--- config.mk ---
export PLATFORM = sky130hd
export DESIGN_NAME = posit_accum_to_posit16_es3
export DESIGN_NICKNAME = d
export VERILOG_FILES = /design/src/rtl/posit_defines_es3.sv /design/src/rtl/posit_regime_encode.sv /design/src/rtl/shift_right.sv /design/src/rtl/posit_accum_to_posit16_es3.sv
export SDC_FILE = /design/constraint.sdc
export NUM_CORES = 1
export LEC_CHECK = 0
export BUFFER_PORTS_ARGS = -buffer_cell sky130_fd_sc_hd__buf_2
export CELL_PAD_IN_SITES_DETAIL_PLACEMENT = 0
export CELL_PAD_IN_SITES_GLOBAL_PLACEMENT = 1
export CORE_UTILIZATION = 40
export CTS_CLUSTER_SIZE = 20
export DETAILED_ROUTE_END_ITERATION = 7
export PLACE_DENSITY_LB_ADDON = 0.1
export SETUP_SLACK_MARGIN = 0.4
export SYNTH_ARGS = -nofsm -noshare
export SYNTH_HDL_FRONTEND = slang
export SYNTH_SLANG_ARGS = --single-unit
--- constraint.sdc ---
create_clock -name clk -period 4.6 [get_ports clk]
set_input_delay 0.69 -clock clk [delete_from_list [all_inputs] [get_ports clk]]
set_output_delay 0.69 -clock clk [all_outputs]
set_load 0.05 [all_outputs]
--- src/rtl/posit_defines_es3.sv ---
// Shared constants for the ES3 accumulator-to-posit16 conversion path.
// Contains no ports; it supplies default geometry and the posit<16,3> special encodings.
package posit_defines_es3;

    localparam int unsigned POSIT16_ES3_NBITS   = 16;
    localparam int unsigned POSIT16_ES3_ES      = 3;
    localparam int unsigned POSIT16_ES3_SCALE_W = 10;
    // Fraction width of the accumulator's serialized raw value (hidden bit excluded).
    localparam int unsigned FBITS_ACCUM         = 32;

    // Largest and smallest scale representable without saturating.
    localparam int POSIT16_ES3_MAXSCALE = 111;
    localparam int POSIT16_ES3_MINSCALE = -112;

    localparam logic [15:0] POSIT16_NAR    = 16'h8000;
    localparam logic [15:0] POSIT16_MAXPOS = 16'h7FFF;
    localparam logic [15:0] POSIT16_MINPOS = 16'h0001;

endpackage

--- src/rtl/posit_regime_encode.sv ---
// Combinational posit regime encoder.
// Ports:
//   k_i       in  K_W     regime value k, two's complement
//   regime_o  out NBITS   regime bit pattern, MSB-aligned, zero below it
//   len_o     out RLEN_W  regime length including the terminating bit
// k >= 0 gives k+1 ones then a 0; k < 0 gives -k zeros then a 1. The run is clamped to
// NBITS-1 so out-of-range k (which the top overrides with saturation) stays well-formed.
module posit_regime_encode #(
    parameter int unsigned NBITS  = 16,
    parameter int unsigned K_W    = 7,
    parameter int unsigned RLEN_W = 5
) (
    input  logic [K_W-1:0]    k_i,
    output logic [NBITS-1:0]  regime_o,
    output logic [RLEN_W-1:0] len_o
);

    localparam logic [K_W-1:0] RUN_MAX = K_W'(NBITS - 1);

    logic              neg;
    logic [K_W-1:0]    run_raw;
    logic [RLEN_W-1:0] run;

    always_comb begin
        neg     = k_i[K_W-1];
        // Unsigned magnitude: -k for negative k, k+1 otherwise.
        run_raw = neg ? (~k_i + K_W'(1)) : (k_i + K_W'(1));
        run     = (run_raw > RUN_MAX) ? RLEN_W'(NBITS - 1) : RLEN_W'(run_raw);
        len_o   = run + RLEN_W'(1);
        if (neg) begin
            regime_o = {1'b1, {(NBITS-1){1'b0}}} >> run;
        end else begin
            regime_o = ~({NBITS{1'b1}} >> run);
        end
    end

endmodule

--- src/rtl/shift_right.sv ---
// Logical right shifter, zero fill.
// Ports:
//   data_i   in  WIDTH  value to shift
//   shamt_i  in  SHW    shift amount
//   data_o   out WIDTH  data_i >> shamt_i
module shift_right #(
    parameter int unsigned WIDTH = 8,
    parameter int unsigned SHW   = 3
) (
    input  logic [WIDTH-1:0] data_i,
    input  logic [SHW-1:0]   shamt_i,
    output logic [WIDTH-1:0] data_o
);

    assign data_o = data_i >> shamt_i;

endmodule

--- src/rtl/posit_accum_to_posit16_es3.sv ---
// Converts the ES3 accumulator's raw result into a posit<NBITS,ES> word, rounding to
// nearest-even with the upstream truncation flag folded into sticky. 3-stage pipeline:
// S1 decode/saturation detect, S2 regime build and body alignment, S3 round and specials.
// Ports:
//   clk, rst      clock and synchronous active-high reset
//   in_raw        {sgn, scale, fraction (MSB-first), inf, zero}
//   in_valid      in_raw valid this cycle
//   in_truncated  low bits lost upstream, ORed into sticky
//   out_posit     converted posit, two's complement; holds while out_valid=0
//   out_valid     out_posit valid this cycle
//   out_inexact   guard|sticky nonzero, or saturated
module posit_accum_to_posit16_es3
    import posit_defines_es3::*;
#(
    parameter int unsigned NBITS   = POSIT16_ES3_NBITS,
    parameter int unsigned ES      = POSIT16_ES3_ES,
    parameter int unsigned SCALE_W = POSIT16_ES3_SCALE_W,
    parameter int unsigned FRAC_W  = FBITS_ACCUM
) (
    input  logic                      clk,
    input  logic                      rst,
    input  logic [SCALE_W+FRAC_W+2:0] in_raw,
    input  logic                      in_valid,
    input  logic                      in_truncated,
    output logic [NBITS-1:0]          out_posit,
    output logic                      out_valid,
    output logic                      out_inexact
);

    localparam int unsigned K_W    = SCALE_W - ES;
    localparam int unsigned BODY_W = NBITS + ES + FRAC_W;
    localparam int unsigned RLEN_W = $clog2(NBITS + 1);
    localparam int          MAX_SCALE = int'((NBITS - 2) << ES) - 1;
    localparam int          MIN_SCALE = -int'((NBITS - 2) << ES);
    localparam logic signed [SCALE_W-1:0] SCALE_HI = SCALE_W'(MAX_SCALE);
    localparam logic signed [SCALE_W-1:0] SCALE_LO = SCALE_W'(MIN_SCALE);
    localparam logic [NBITS-1:0] NAR    = {1'b1, {(NBITS-1){1'b0}}};
    localparam logic [NBITS-1:0] MAXPOS = {1'b0, {(NBITS-1){1'b1}}};
    localparam logic [NBITS-1:0] MINPOS = NBITS'(1);

    typedef struct packed {
        logic              sgn;
        logic [K_W-1:0]    k;
        logic [ES-1:0]     e;
        logic [FRAC_W-1:0] frac;
        logic              inf;
        logic              zero;
        logic              sat_hi;
        logic              sat_lo;
        logic              trunc;
    } s1_t;

    typedef struct packed {
        logic             sgn;
        logic [NBITS-2:0] mag;
        logic             guard;
        logic             sticky;
        logic             inf;
        logic             zero;
        logic             sat_hi;
        logic             sat_lo;
    } s2_t;

    s1_t              s1_d, s1_q;
    s2_t              s2_d, s2_q;
    logic             s1_valid_q, s2_valid_q;
    logic [NBITS-1:0] out_posit_d, out_posit_q;
    logic             out_inexact_d, out_inexact_q, out_valid_q;

    // S1: decode scale into k/e and flag out-of-range scales.
    logic signed [SCALE_W-1:0] in_scale;
    assign in_scale = in_raw[FRAC_W+2 +: SCALE_W];

    always_comb begin
        s1_d = s1_q;
        if (in_valid) begin
            s1_d.sgn    = in_raw[SCALE_W+FRAC_W+2];
            s1_d.k      = in_scale[SCALE_W-1:ES];  // scale >>> ES
            s1_d.e      = in_scale[ES-1:0];
            s1_d.frac   = in_raw[2 +: FRAC_W];
            s1_d.inf    = in_raw[1];
            s1_d.zero   = in_raw[0];
            s1_d.sat_hi = in_scale > SCALE_HI;
            s1_d.sat_lo = in_scale < SCALE_LO;
            s1_d.trunc  = in_truncated;
        end
    end

    // S2: body = {regime, e, fraction}; {e, fraction} is shifted down under the regime.
    // NBITS zero pad at the bottom means the shift never drops a bit before sticky.
    logic [NBITS-1:0]  regime;
    logic [RLEN_W-1:0] regime_len;
    logic [BODY_W-1:0] ef, ef_sh, body;

    posit_regime_encode #(
        .NBITS  (NBITS),
        .K_W    (K_W),
        .RLEN_W (RLEN_W)
    ) u_regime (
        .k_i      (s1_q.k),
        .regime_o (regime),
        .len_o    (regime_len)
    );

    assign ef = {s1_q.e, s1_q.frac, {NBITS{1'b0}}};

    shift_right #(
        .WIDTH (BODY_W),
        .SHW   (RLEN_W)
    ) u_align (
        .data_i  (ef),
        .shamt_i (regime_len),
        .data_o  (ef_sh)
    );

    assign body = {regime, {(BODY_W-NBITS){1'b0}}} | ef_sh;

    always_comb begin
        s2_d = s2_q;
        if (s1_valid_q) begin
            s2_d.sgn    = s1_q.sgn;
            s2_d.mag    = body[BODY_W-1 -: NBITS-1];
            s2_d.guard  = body[BODY_W-NBITS];
            s2_d.sticky = (|body[BODY_W-NBITS-1:0]) | s1_q.trunc;
            s2_d.inf    = s1_q.inf;
            s2_d.zero   = s1_q.zero;
            s2_d.sat_hi = s1_q.sat_hi;
            s2_d.sat_lo = s1_q.sat_lo;
        end
    end

    // S3: round to nearest even, clamp into [minpos, maxpos], apply sign and specials.
    logic             inc;
    logic [NBITS-1:0] sum, word;
    logic [NBITS-2:0] rnd_mag;

    always_comb begin
        inc     = s2_q.guard & (s2_q.sticky | s2_q.mag[0]);
        sum     = {1'b0, s2_q.mag} + NBITS'(inc);
        rnd_mag = sum[NBITS-1] ? '1 : sum[NBITS-2:0];
        if (rnd_mag == '0) begin
            rnd_mag = (NBITS-1)'(1);
        end
        word = {1'b0, rnd_mag};

        out_posit_d   = out_posit_q;
        out_inexact_d = out_inexact_q;
        if (s2_valid_q) begin
            if (s2_q.inf) begin
                out_posit_d   = NAR;
                out_inexact_d = 1'b0;
            end else if (s2_q.zero) begin
                out_posit_d   = '0;
                out_inexact_d = 1'b0;
            end else if (s2_q.sat_hi) begin
                out_posit_d   = s2_q.sgn ? -MAXPOS : MAXPOS;
                out_inexact_d = 1'b1;
            end else if (s2_q.sat_lo) begin
                out_posit_d   = s2_q.sgn ? -MINPOS : MINPOS;
                out_inexact_d = 1'b1;
            end else begin
                out_posit_d   = s2_q.sgn ? -word : word;
                out_inexact_d = s2_q.guard | s2_q.sticky;
            end
        end
    end

    always_ff @(posedge clk) begin
        if (rst) begin
            s1_valid_q    <= 1'b0;
            s2_valid_q    <= 1'b0;
            out_valid_q   <= 1'b0;
            s1_q          <= '0;
            s2_q          <= '0;
            out_posit_q   <= '0;
            out_inexact_q <= 1'b0;
        end else begin
            s1_valid_q    <= in_valid;
            s2_valid_q    <= s1_valid_q;
            out_valid_q   <= s2_valid_q;
            s1_q          <= s1_d;
            s2_q          <= s2_d;
            out_posit_q   <= out_posit_d;
            out_inexact_q <= out_inexact_d;
        end
    end

    assign out_posit   = out_posit_q;
    assign out_valid   = out_valid_q;
    assign out_inexact = out_inexact_q;

endmodule
# After elaboration in Yosys (flattened, before gate mapping)
# Index checks and enable logic that the tools add are counted.
[totals]
reg_bits = 90
out_inout_bits = 18
elab_cells = 58
inputBits = 49
[op_classes]
shift = 3
mux = 16
n_reduce_logical = 2
n_bitwise = 7
n_lt_le_gt_ge = 3
add_sub_neg = 5
[op_table]
columns = ["operator", "n"]
rows = [
  ["16-bit two-way mux", 8],
  ["51-bit bitwise OR", 1],
  ["51-bit by 5-bit right shift with 51-bit output", 1],
  ["35-bit OR reduction", 1],
  ["16-bit by 5-bit right shift with 16-bit output, first input constant", 2],
  ["15-bit two-way mux", 2],
  ["15-bit by 1-bit adder with 16-bit output", 1],
  ["15-bit negation with 16-bit output", 1],
  ["16-bit NOT", 1],
  ["15-bit zero test", 1],
  ["7-bit by 1-bit adder with 7-bit output, second input constant", 2],
  ["10-bit by 8-bit > comparator with 1-bit output, second input constant", 1],
  ["10-bit by 8-bit less-than comparator with 1-bit output, second input constant", 1],
  ["7-bit by 4-bit > comparator with 1-bit output, second input constant", 1],
  ["7-bit two-way mux", 1],
  ["7-bit NOT", 1],
  ["5-bit by 1-bit adder with 5-bit output, second input constant", 1],
  ["5-bit two-way mux", 1],
  ["1-bit two-way mux", 4],
  ["1-bit bitwise OR", 3],
  ["1-bit AND", 1],
]

# Longest topological paths before layout
# Gate-level depths: netlist of the first run.
[logic_depth]
ltp_word = 12
depth_mapped = 21
ltp_nobuf = 17

# Cells and area by module
# From an unflattened synthesis of the first run, not the netlist that was laid out.
[unflattened]
hier_cells = 982
area_unflattened_um2 = 8399.3
[modules_own_cells]
columns = ["mod", "instances", "area_per_inst_um2", "cells_per_inst"]
rows = [
  ["posit_accum_to_posit16_es3", 1, 4576.9, 527],
  ["shift_right", 1, 3042.9, 341],
  ["posit_regime_encode", 1, 779.5, 114],
]

# Worst setup path after synthesis of the first run
# No wires, ideal clock.
[synth_timing]
path_kind = "register to register"
start = "register s1_q[44] (netlist bit)"
end = "register s2_q[4] (netlist bit)"
stages_incl_launch_ff = 20
setup_ns = 0.133
required_time_ns = 4.467
n_path_buf = 7
setup_slack_ns = 0.254
arrival_time_ns = 4.213
cell_sequence = "dfxtp_1 -> buf_6 -> and4_1 -> buf_6 -> or2_1 -> buf_2 -> nor2_4 -> clkbuf_1 -> nor2_1 -> ha_1 -> clkbuf_1 -> clkbuf_1 -> clkbuf_1 -> a21oi_1 -> mux2_2 -> a2111oi_0 -> o22ai_1 -> o22a_1 -> o41ai_2 -> a211oi_1"
[synth_between]
elab_chain_cells = 10
elab_cells_between_ends = 11
cone_classes = "add/sub: 3; order compare: 1; shift: 1; mux: 2; bitwise: 3; reduce/logical: 1"
[synth_lines]
columns = ["item", "line_no", "rtl"]
rows = [
  ["start: declaration", "posit_accum_to_posit16_es3.sv:64", "s1_t s1_d, s1_q;"],
  ["start signal: assignment", "posit_accum_to_posit16_es3.sv:173", "s1_q <= '0;"],
  ["start signal: assignment", "posit_accum_to_posit16_es3.sv:181", "s1_q <= s1_d;"],
  ["7-bit NOT", "posit_regime_encode.sv:27", "run_raw = neg ? (~k_i + K_W'(1)) : (k_i + K_W'(1));"],
  ["7-bit by 1-bit adder with 7-bit output", "posit_regime_encode.sv:27", ""],
  ["7-bit two-way mux *", "posit_regime_encode.sv:27", ""],
  ["7-bit by 4-bit > comparator with 1-bit output", "posit_regime_encode.sv:28", "run = (run_raw > RUN_MAX) ? RLEN_W'(NBITS - 1) : RLEN_W'(run_raw);"],
  ["5-bit two-way mux *", "posit_regime_encode.sv:28", ""],
  ["5-bit by 1-bit adder with 5-bit output *", "posit_regime_encode.sv:29", "len_o = run + RLEN_W'(1);"],
  ["51-bit by 5-bit right shift with 51-bit output *", "shift_right.sv:15", "assign data_o = data_i >> shamt_i;"],
  ["51-bit bitwise OR *", "posit_accum_to_posit16_es3.sv:116", "assign body = {regime, {(BODY_W-NBITS){1'b0}}} | ef_sh;"],
  ["35-bit OR reduction *", "posit_accum_to_posit16_es3.sv:124", "s2_d.sticky = (|body[BODY_W-NBITS-1:0]) | s1_q.trunc;"],
  ["1-bit bitwise OR *", "posit_accum_to_posit16_es3.sv:124", ""],
  ["end signal: assignment", "posit_accum_to_posit16_es3.sv:174", "s2_q <= '0;"],
  ["end signal: assignment", "posit_accum_to_posit16_es3.sv:182", "s2_q <= s2_d;"],
  ["end: declaration", "posit_accum_to_posit16_es3.sv:65", "s2_t s2_d, s2_q;"],
]
# Mark *: on every way between the ends. The rest lies on a longest branch, timed or not.
# A chain may end at the register's enable or synchronous reset.

# Final worst setup path of the first run
# Ends and elaborated chain as after synthesis.

==> results of run 1 <==
-- state kept, by name, summed over array words and instances (netlist names) --
name and cells:
s2_valid_q 1, ef 35, out_inexact 1, s2_q 22
s1_q 13, out_valid 1, out_posit 16, s1_valid_q 1
-- synth_stat cells (5+ instances only) --
cell type and n:
buf_1 11, a211oi_1 14, a31oi_1 11, a32oi_1 5
a22oi_1 5, xnor2_1 7, mux2_2 8, or4_1 6
and3_1 5, ha_1 8, mux2i_1 94, nand2b_1 7
nor3b_1 5, clkbuf_1 43, buf_2 17, nand4_1 12
nor2_1 144, o21ai_0 49, o311ai_0 6, nor4b_1 7
nand3_1 35, o211ai_1 13, and2_1 6, inv_1 15
xor2_1 6, a221oi_1 15, o22ai_1 18, dfxtp_1 90
or3_1 7, a21oi_1 39, nand2_1 50, a211o_1 5
nor3_1 49, nor2b_1 10
-- cell families after synthesis --
group / synth area share [%]
DFF: 26.1
xor gates and xnor gates: 1.65
and+or+nand+nor: 26.2
adders and majority gates: 1.45
muxes: 15.6
AOI/OAI and AO/OA: 23.0
buffers and inverters: 6.03
-- critical path, stage by stage, from the launching register on --
cell	delay (ns)
dfxtp_1	0.50
a311o_1	0.21
o22ai_2	0.11
buf_4	0.23
o21ai_4	0.26
ha_1	0.31
inv_1	0.08
ha_1	0.35
or4_1	0.54
nor2_1	0.11
o31a_1	0.13
a2111oi_0	0.06
or3_1	0.35
o22a_1	0.22
o41ai_2	0.30
a211oi_1	0.10
-- area by class of cell --
cell class | count | area (um^2)
clock buffer | 9 | 225
clock inverter | 6 | 42.5
fill | 1715 | 9070
inverter | 15 | 56.3
multi-input combinational | 720 | 4700
sequential | 90 | 1800
tap | 220 | 275
timing repair buffer | 92 | 529
-- power breakdown --
part | switching [mW] | internal (mW)
sequential | 0.0671 | 0.824
combinational | 0.640 | 0.406
clock | 0.332 | 0.364
total | 1.04 | 1.59
-- per-layer routing --
metal | GRT usage [%] | up-vias
li1 | - | 3411
met1 | 31.1 | 3284
met2 | 42.3 | 174
met3 | 3.61 | 35
met4 | 9.22 | 0
met5 | 0 | -
-- per-stage QoR --
stage	utilization, %	hold WS (ns)
after detailed placement	44.0	0.442
after global placement	44.0	0.436
after floorplan	-	0.450
after CTS	45.6	0.451
after global routing	45.7	0.483
final	45.7	0.448
-- how the worst max path moves through the flow --
| stage | startpoint | endpoint | slack, ns | depth (start not counted) |
|---|---|---|---|---|
| floorplan | s1_q[46] | s2_q[4] | 0.43 | 19 |
| detailed placement | s1_q[44] | s2_q[4] | 0.52 | 16 |
| CTS | s1_q[44] | s2_q[4] | 0.49 | 16 |
| global route | s1_q[44] | s2_q[4] | 0.33 | 14 |
| finish | s1_q[44] | s2_q[4] | 0.56 | 15 |
| global placement | s1_q[44] | s2_q[4] | 0.58 | 16 |
-- timing repair --
item,4_1_cts,5_1_grt
endpoints found under the setup margin,0,2
gates resized for setup,0,4
endpoints found under the hold margin,0,0
==> results.md, run 1 <==
* Remaining antenna violation count at 0
* Final setup TNS at 0 ns
* Fraction of layout cells with a size suffix above 1 at 15.3%
* Post-CTS Setup Bufs at 0
* Met2 WL at approximately 11000 um
* Nets at a little under 1000
* Count of final setup violators at 0
* DR pass1 iterations at 5
* Design area at 7630 um^2
* CP arrival at around 4.2 ns
* Prevailing post-synth register cell: dfxtp_1
* Unrepaired setup endpoints after global routing: yes
* Clock sink count at 90
* Required @ worst endpoint at ~4.8 ns
* Slew @ Worst Pin at 1.13 ns
* Status: finished clean
* Worst slew margin at about a quarter
* Hold endpoint: out_posit[9]
* Clock-pin transition on the worst setup and hold timing paths at 0.07 ns
* Post-synth EDFFs at 0
* DP Cell Count at ~1100
* Post-synth ARST share at 0%
* Most common cell after layout, fill and taps aside: nor2_1
* Register bit total from synthesis at 90
* Routed met1 length at 9600 um
* Critical path type: register to register
* IO buf count at between 60 and 70
* Layout Skew at ~0.007 ns
* Reg2Reg Capture Point: s2_q[4]
* Yosys Warn Count at 0
* Die width at around 130 um
* Final wirelength at approximately 22000 um
* Synth area leader: dfxtp_1
* Maxcap violations at 0
* Min cycle time layout at roughly 4.0 ns
* # diodes at 0
* Initial core utilization at 41.3%
* Seq/Total Area, Yosys at a little over a quarter
* Crit Path Max Fanout at 11
* FF-to-FF setup slack at 0.56 ns
* Setup WS pre-CTS at about 0.52 ns
* Placeable Area at 16700 um^2
* Final Wtd Congestion at about 0.9
* Synth area leaders: dfxtp_1, mux2i_1, nor2_1
* Min-delay worst type: register to register
* I/O pins at between 60 and 70
* Hold path cells at 2
* Unique masters post-synth at just over 80
* Routed via count at 6904
* Post-Syn Instances at about 900
* Max-slew violation count at 0
* Row count at 47
* R2R Path Start: s1_q[44]
* Worst setup SP type: register
* Placement Cell Area at between 7000 and 8000 um^2
* Initial antenna violation count at 0
* Mapped Area at 6910 um^2
* Worst skew pair latency at between 0.3 and 0.4 ns
* Post-DP HPWL at about 16000 um
* Min-Delay Startpoint: out_posit[9]
* Wire per inst at around 19 um
* Total power at roughly 2.6 mW
* Tcrit/Tclk final at between 80% and 90%
* Vias in the first global route at around 6500
* DRC Markers at 0
* R2R depth at 15
* Die height at between 100 and 150 um
* Area share of the largest cell type after synthesis at about a quarter
* Mean Syn Cell Area at roughly 7.6 um^2
* Final hold violation count at 0
* # H-tree levels at 3
* Fin cells at between 1000 and 1500
* IR drop worst, VDD at between 200 and 250 uV
* Largest net degree at the start of global routing at between 40 and 50
* CTS Hold Bufs at 0
* Most frequent cells in the layout: nor2_1, mux2i_1, dfxtp_1
* Total CTS buffers at 9
* Fmax at roughly 250 MHz
* Max clock buf depth at 2
* Met3 Wirelength at slightly above 900 um
* Root buf cell: clkbuf_16
* Initial DRC Count at ~430
* CP Capture Type: register
* CTS tree: done
* Leakage Power at roughly 3.0 nW
* Die area at roughly 18000 um^2
* GRT Overall Usage at 24.6%
* Via/cell ratio at ~6.0
* Layout area overhead at 10.5%
* Post-Syn Nets at just under 1000
* DR top layer: met4
* Pwr Density at roughly 350 nW/um^2
* GRT overflow at 0
* First-pass GRT wire length at roughly 35000 um
* Final WS setup at 0.560 ns
(Power assumes the default switching activity.)
==> inputs of run 2 (changes only) <==
Settings changed: CORE_UTILIZATION 40 to 45.
Clock period 4.6 ns to 5.07 ns, I/O delays scaled along.
==> run 2 against run 1 <==
Against the previous run: sequential share of layout area is 0.12 points higher; setup slack improved by 0.086 ns; largest power group unchanged; total power is 6.6% lower; flip-flop and latch count did not move; clock power rose by 3.6%; highest routed layer unchanged.
==> results.md, run 2 (synthesis results as in run 1) <==
* Placeable Area at 14800 um^2 (-12%)
* Total CTS buffers at 9 (unchanged)
* Count of final setup violators at 0 (unchanged)
* Max reg flops at 35 (unchanged)
* IR drop worst, VDD at 213 uV (+4.5%)
* CP delay by family, top: simple AND/OR/NAND/NOR gates
* Clock-pin transition on the worst setup and hold timing paths at 0.08 ns (about the same)
* Slew @ Worst Pin at 1.12 ns (-0.00986 ns)
* Worst setup SP type: register
* Fmax at 226 MHz (-8.7%)
* Final Wtd Congestion at 0.956 (+5.6%)
* Die height at 126 um (-5.6%)
* CP max stage delay at 0.58 ns (+0.04 ns)
* Wire per inst at 19.0 um (+1.5%)
* IO buf count at 66 (unchanged)
* CTS Hold Bufs at 0 (unchanged)
* Critical path type: register to register
* Fin cells at 1114 (-3.3%)
* Post-CTS Setup Bufs at 0 (unchanged)
* Leakage Power at 3.01 nW (-0.13%)
* Cell count along the critical path at 16 (+1)
* Min cycle time layout at 4.42 ns (+0.384 ns)
* Slowest CP cell: or4_1
* Cts repair resizes at 0 (unchanged)
* Initial DRC Count at 576 (+34%)
* I/O pins at 67 (unchanged)
* Unrepaired setup endpoints after global routing: no
* Die width at 126 um (-5.6%)
* DR pass1 iterations at 5 (unchanged)
* Initial antenna violation count at 0 (unchanged)
* Row count at 44 (-6.4%)
* R2R depth at 16 (+1)
* Remaining antenna violation count at 0 (unchanged)
* Worst Setup SP: s1_q[44]
* Vias in the first global route at 6519 (+0.15%)
* Most common cell after layout, fill and taps aside: nor2_1
* Largest net degree at the start of global routing at 68 (+45%)
* Root buf cell: clkbuf_16
* Clock sink count at 90 (unchanged)
* Layout area overhead at 10.0%
* Initial core utilization at 46.8% (+5.5 points)
* Min-delay worst type: register to register
* Crit Path Max Fanout at 13 (+2)
* Final wirelength at 21200 um (-1.9%)
* Most frequent cells in the layout: nor2_1, mux2i_1, dfxtp_1
* Post-DP HPWL at 15700 um (-1.6%)
* Max clock buf depth at 2 (unchanged)
* Pwr Density at 324 nW/um^2 (-6.1%)
* R2R Path Start: s1_q[44]
* First-pass GRT wire length at 34600 um (-0.99%)
* GRT overflow at 0 (unchanged)
* DRC Markers at 0 (unchanged)
* CTS tree: done
* # H-tree levels at 3 (unchanged)
* Status: finished clean
* DP Cell Count at 1098 (-3.4%)
* GRT Overall Usage at 27.4% (+2.8 points)
* Layout Skew at 0.00784 ns (+0.000828 ns)
* Tcrit/Tclk final at 87.3% (-0.57 points)
* Maxcap violations at 0 (unchanged)
* Worst slew margin at 25.4% (+0.66 points)
* CP Capture Type: register
* Fraction of layout cells with a size suffix above 1 at 14.9% (-0.40 points)
* # diodes at 0 (unchanged)
* Worst skew pair latency at 0.36 ns (about the same)
* Crit path buf inv count at 2 (unchanged)
* Nets at 982 (-0.30%)
* Required @ worst endpoint at 5.28 ns (+0.48 ns)
* Die area at 15800 um^2 (-11%)
* Crit-path cells: and4_1 > or2_1 > nor2_4 > nor2_1 > inv_1 > ha_1 > inv_1 > ha_1 > or4_1 > nor2_1 > o31a_1 > a2111oi_0 > or3_1 > o22a_1 > o41ai_2 > a211oi_1
* CP arrival at 4.63 ns (+0.39 ns)
* Via/cell ratio at 6.20 (+3.4%)
* Final setup TNS at 0 ns (unchanged)
* Min-Delay Startpoint: out_posit[9]
* Final hold violation count at 0 (unchanged)
* Max-slew violation count at 0 (unchanged)
* Routed via count at 6906 (+0.029%)
* Hold path cells at 2 (unchanged)
run 2: cell type report:
class / count / area (um^2)
Clock buffer: 9 / 225
Clock inverter: 7 / 83.8
Fill cell: 1460 / 7160
Inverter: 15 / 56.3
Multi-Input combinational cell: 720 / 4690
Sequential cell: 90 / 1800
Tap cell: 184 / 230
Timing Repair Buffer: 89 / 503
run 2: report_power, final:
group | total [mW] | leakage, nW | switching (mW) | internal [mW]
clock | 0.721 | 0.142 | 0.329 | 0.391
sequential | 0.806 | 0.740 | 0.0589 | 0.747
combinational | 0.935 | 2.13 | 0.575 | 0.360
run 2: through the flow:
step	setup WS (ns)	utilization [%]	hold slack (ns)	instance area, um^2	total power, mW
floorplan	0.724	-	0.450	6910	1.50
global placement	0.844	49.4	0.434	7290	1.73
detailed placement	0.705	49.4	0.436	7290	1.74
CTS	0.682	51.5	0.446	7600	2.47
global route	0.423	51.5	0.497	7600	2.61
finish	0.646	51.5	0.441	7600	2.46
run 2: final timing paths:
kind	to	slack (ns)
min	out_posit[9]	0.44
max reg2reg	s2_q[4]	0.65
max	s2_q[4]	0.65
min reg2reg	out_posit[9]	0.44
run 2: tightest hold or removal path: cells and delay by family (launching register included):
kind | cells | cell delay (ns)
flip-flops | 1 | 0.31
AND/OR/NAND/NOR | 1 | 0.05
AO/OA/AOI/OAI | 1 | 0.05
run 2: per-layer routing:
metal	up-vias	global-route usage (%)	share of wire, %
met4	0	8.79	2.6
met3	43	4.55	4.0
li1	3408	-	-
met1	3259	33.9	44
met5	-	0	0
met2	196	48.4	49
==> inputs of run 3 (changes only) <==
Settings changed: CORE_ASPECT_RATIO from default to 0.9.
==> run 3 against run 2 <==
Against the previous run: combinational power rose by 1%; flip-flop and latch count did not move; register-to-register slack improved by 0.04 ns; via count rose by 3.1%; sequential power rose by 0.5%; clock skew rose by 0.0055 ns; design area rose by 0.28%; setup slack improved by 0.041 ns; first-iteration DRC count rose by 12%; total power fell by 0.80%; count of clock-buffer cells in the layout did not move; global-route usage rose by 0.076 points; critical endpoint unchanged; largest cell class unchanged; highest routed layer unchanged.
==> results.md, run 3 (synthesis results as in run 1) <==
* Row count at 42 (-4.5%)
* Slew @ Worst Pin at 1.09 ns (-0.0316 ns)
* Initial DRC Count at 644 (+12%)
* Routed via count at 7117 (+3.1%)
* Worst setup SP type: register
* Pwr Density at 321 nW/um^2 (-1.1%)
* Final hold violation count at 0 (unchanged)
* Max-slew violation count at 0 (unchanged)
* Fmax at 228 MHz (+0.93%)
* Min cycle time layout at 4.38 ns (-0.0407 ns)
* Slowest CP cell: or4_1
* R2R depth at 17 (+1)
* Nets at 983 (+0.10%)
* Hold endpoint: out_posit[9]
* Required @ worst endpoint at 5.30 ns (+0.02 ns)
* CP Capture Type: register
* Layout Skew at 0.0133 ns (+0.00546 ns)
* Post-DP HPWL at 15700 um (+0.21%)
* Critical path type: register to register
* Crit Path Max Fanout at 16 (+3)
* Placement Cell Area at 7310 um^2 (+0.34%)
* Largest net degree at the start of global routing at 51 (-25%)
* R2R Path Start: s1_q[42]
* Count of final setup violators at 0 (unchanged)
* Remaining antenna violation count at 0 (unchanged)
* Vias in the first global route at 6586 (+1.0%)
* Most frequent cells in the layout: nor2_1, mux2i_1, dfxtp_1
* Die area at 15800 um^2 (about the same)
* Die height at 120 um (-5.0%)
* Max clock buf depth at 2 (unchanged)
* CP delay by family, top: compound AO/OA/AOI/OAI gates
* Crit path buf inv count at 3 (+1)
* Clock-pin transition on the worst setup and hold timing paths at 0.08 ns (about the same)
* Tcrit/Tclk final at 86.5% (-0.80 points)
* Clock sink count at 90 (unchanged)
* Crit-path cells: a311o_1 > o22ai_2 > nor2_4 > nor2_1 > buf_4 > inv_1 > ha_1 > inv_1 > ha_2 > or4_1 > nor2_1 > o31a_1 > a2111oi_0 > or3_1 > o22a_1 > o41ai_2 > a211oi_1
* Final setup TNS at 0 ns (unchanged)
* Total CTS buffers at 9 (unchanged)
* Most common cell after layout, fill and taps aside: nor2_1
* I/O pins at 67 (unchanged)
* Max reg flops at 35 (unchanged)
* Via/cell ratio at 6.30 (+1.7%)
* IR drop worst, VDD at 189 uV (-11%)
* Post-CTS Setup Bufs at 0 (unchanged)
* Final Wtd Congestion at 0.943 (-1.4%)
* GRT Overall Usage at 27.5% (+0.076 points)
* # H-tree levels at 3 (unchanged)
* Wire per inst at 19.0 um (-0.15%)
* Min-delay worst type: register to register
* Maxcap violations at 0 (unchanged)
* GRT overflow at 0 (unchanged)
* First-pass GRT wire length at 34500 um (-0.42%)
* Initial antenna violation count at 0 (unchanged)
* Unrepaired setup endpoints after global routing: no
* Placeable Area at 14900 um^2 (+0.80%)
* Layout area overhead at 10.3%
* Hold path cells at 2 (unchanged)
* CP arrival at 4.62 ns (about the same)
* Status: finished clean
* Initial core utilization at 46.4% (-0.37 points)
* Fraction of layout cells with a size suffix above 1 at 15.1% (+0.20 points)
* Worst skew pair latency at 0.36 ns (about the same)
* DRC Markers at 0 (unchanged)
* Die width at 133 um (+5.3%)
* Min-Delay Startpoint: out_posit[9]
* Reg2Reg Capture Point: s2_q[4]
* DR pass1 iterations at 7 (+2)
* CP max stage delay at 0.55 ns (-0.03 ns)
* Design area at 7620 um^2 (+0.28%)
* Total power at 2.44 mW (-0.80%)
* Root buf cell: clkbuf_16
* CTS tree: done
* # diodes at 0 (unchanged)
* Leakage Power at 3.02 nW (+0.33%)
* Worst slew margin at 27.5% (+2.1 points)
* IO buf count at 66 (unchanged)
* FF-to-FF setup slack at 0.69 ns (+0.04 ns)
* Final wirelength at 21500 um (+1.2%)
[run 3: how the worst max path moves through the flow]
stage	cells past startpoint	slack, ns	endpoint	startpoint
2_1_floorplan	19	0.72	s2_q[4]	s1_q[44]
3_3_place_gp	16	0.71	s2_q[4]	s1_q[44]
3_5_place_dp	16	0.63	s2_q[4]	s1_q[45]
4_1_cts	16	0.62	s2_q[4]	s1_q[44]
5_1_grt	17	0.42	s2_q[4]	s1_q[42]
6_report	17	0.69	s2_q[4]	s1_q[42]
[run 3: what timing repair did]
item | CTS | global route
hold buffers | 0 | 0
resized for setup | 0 | 2
endpoints found under the hold margin | 0 | 0
endpoints found under the setup margin | 0 | 1
[run 3: per-layer routing]
metal / vias up / GRT usage [%] / part of all wire, %
li1: 3407 / - / -
met1: 3390 / 39.6 / 49
met2: 281 / 39.9 / 42
met3: 39 / 6.08 / 7.7
met4: 0 / 9.55 / 1.9
met5: - / 0 / 0
[run 3: stage by stage]
step	instances	util (%)	setup WS, ns	hold WS (ns)
after global routing	1129	51.2	0.421	0.485
after detailed placement	1113	49.2	0.630	0.434
final	1129	51.2	0.687	0.445
after CTS	1129	51.2	0.620	0.446
after floorplan	904	-	0.724	0.450
after global placement	1113	49.2	0.711	0.435
[run 3: tightest hold or removal path, cell delays in order, from the launching register on]
cell and delay, ns:
dfxtp_1 0.31, nand2_1 0.05, o21ai_1 0.05
[run 3: cell type report]
cell class	instances	area [um^2]
Timing Repair Buffer	90	514
Fill cell	1432	7250
Inverter	15	56.3
Clock inverter	7	73.8
Clock buffer	9	225
Sequential cell	90	1800
Tap cell	198	248
Multi-Input combinational cell	720	4700
[run 3: report_power, final]
group | switching [mW] | internal, mW
combinational | 0.582 | 0.364
clock | 0.335 | 0.350
sequential | 0.0631 | 0.747
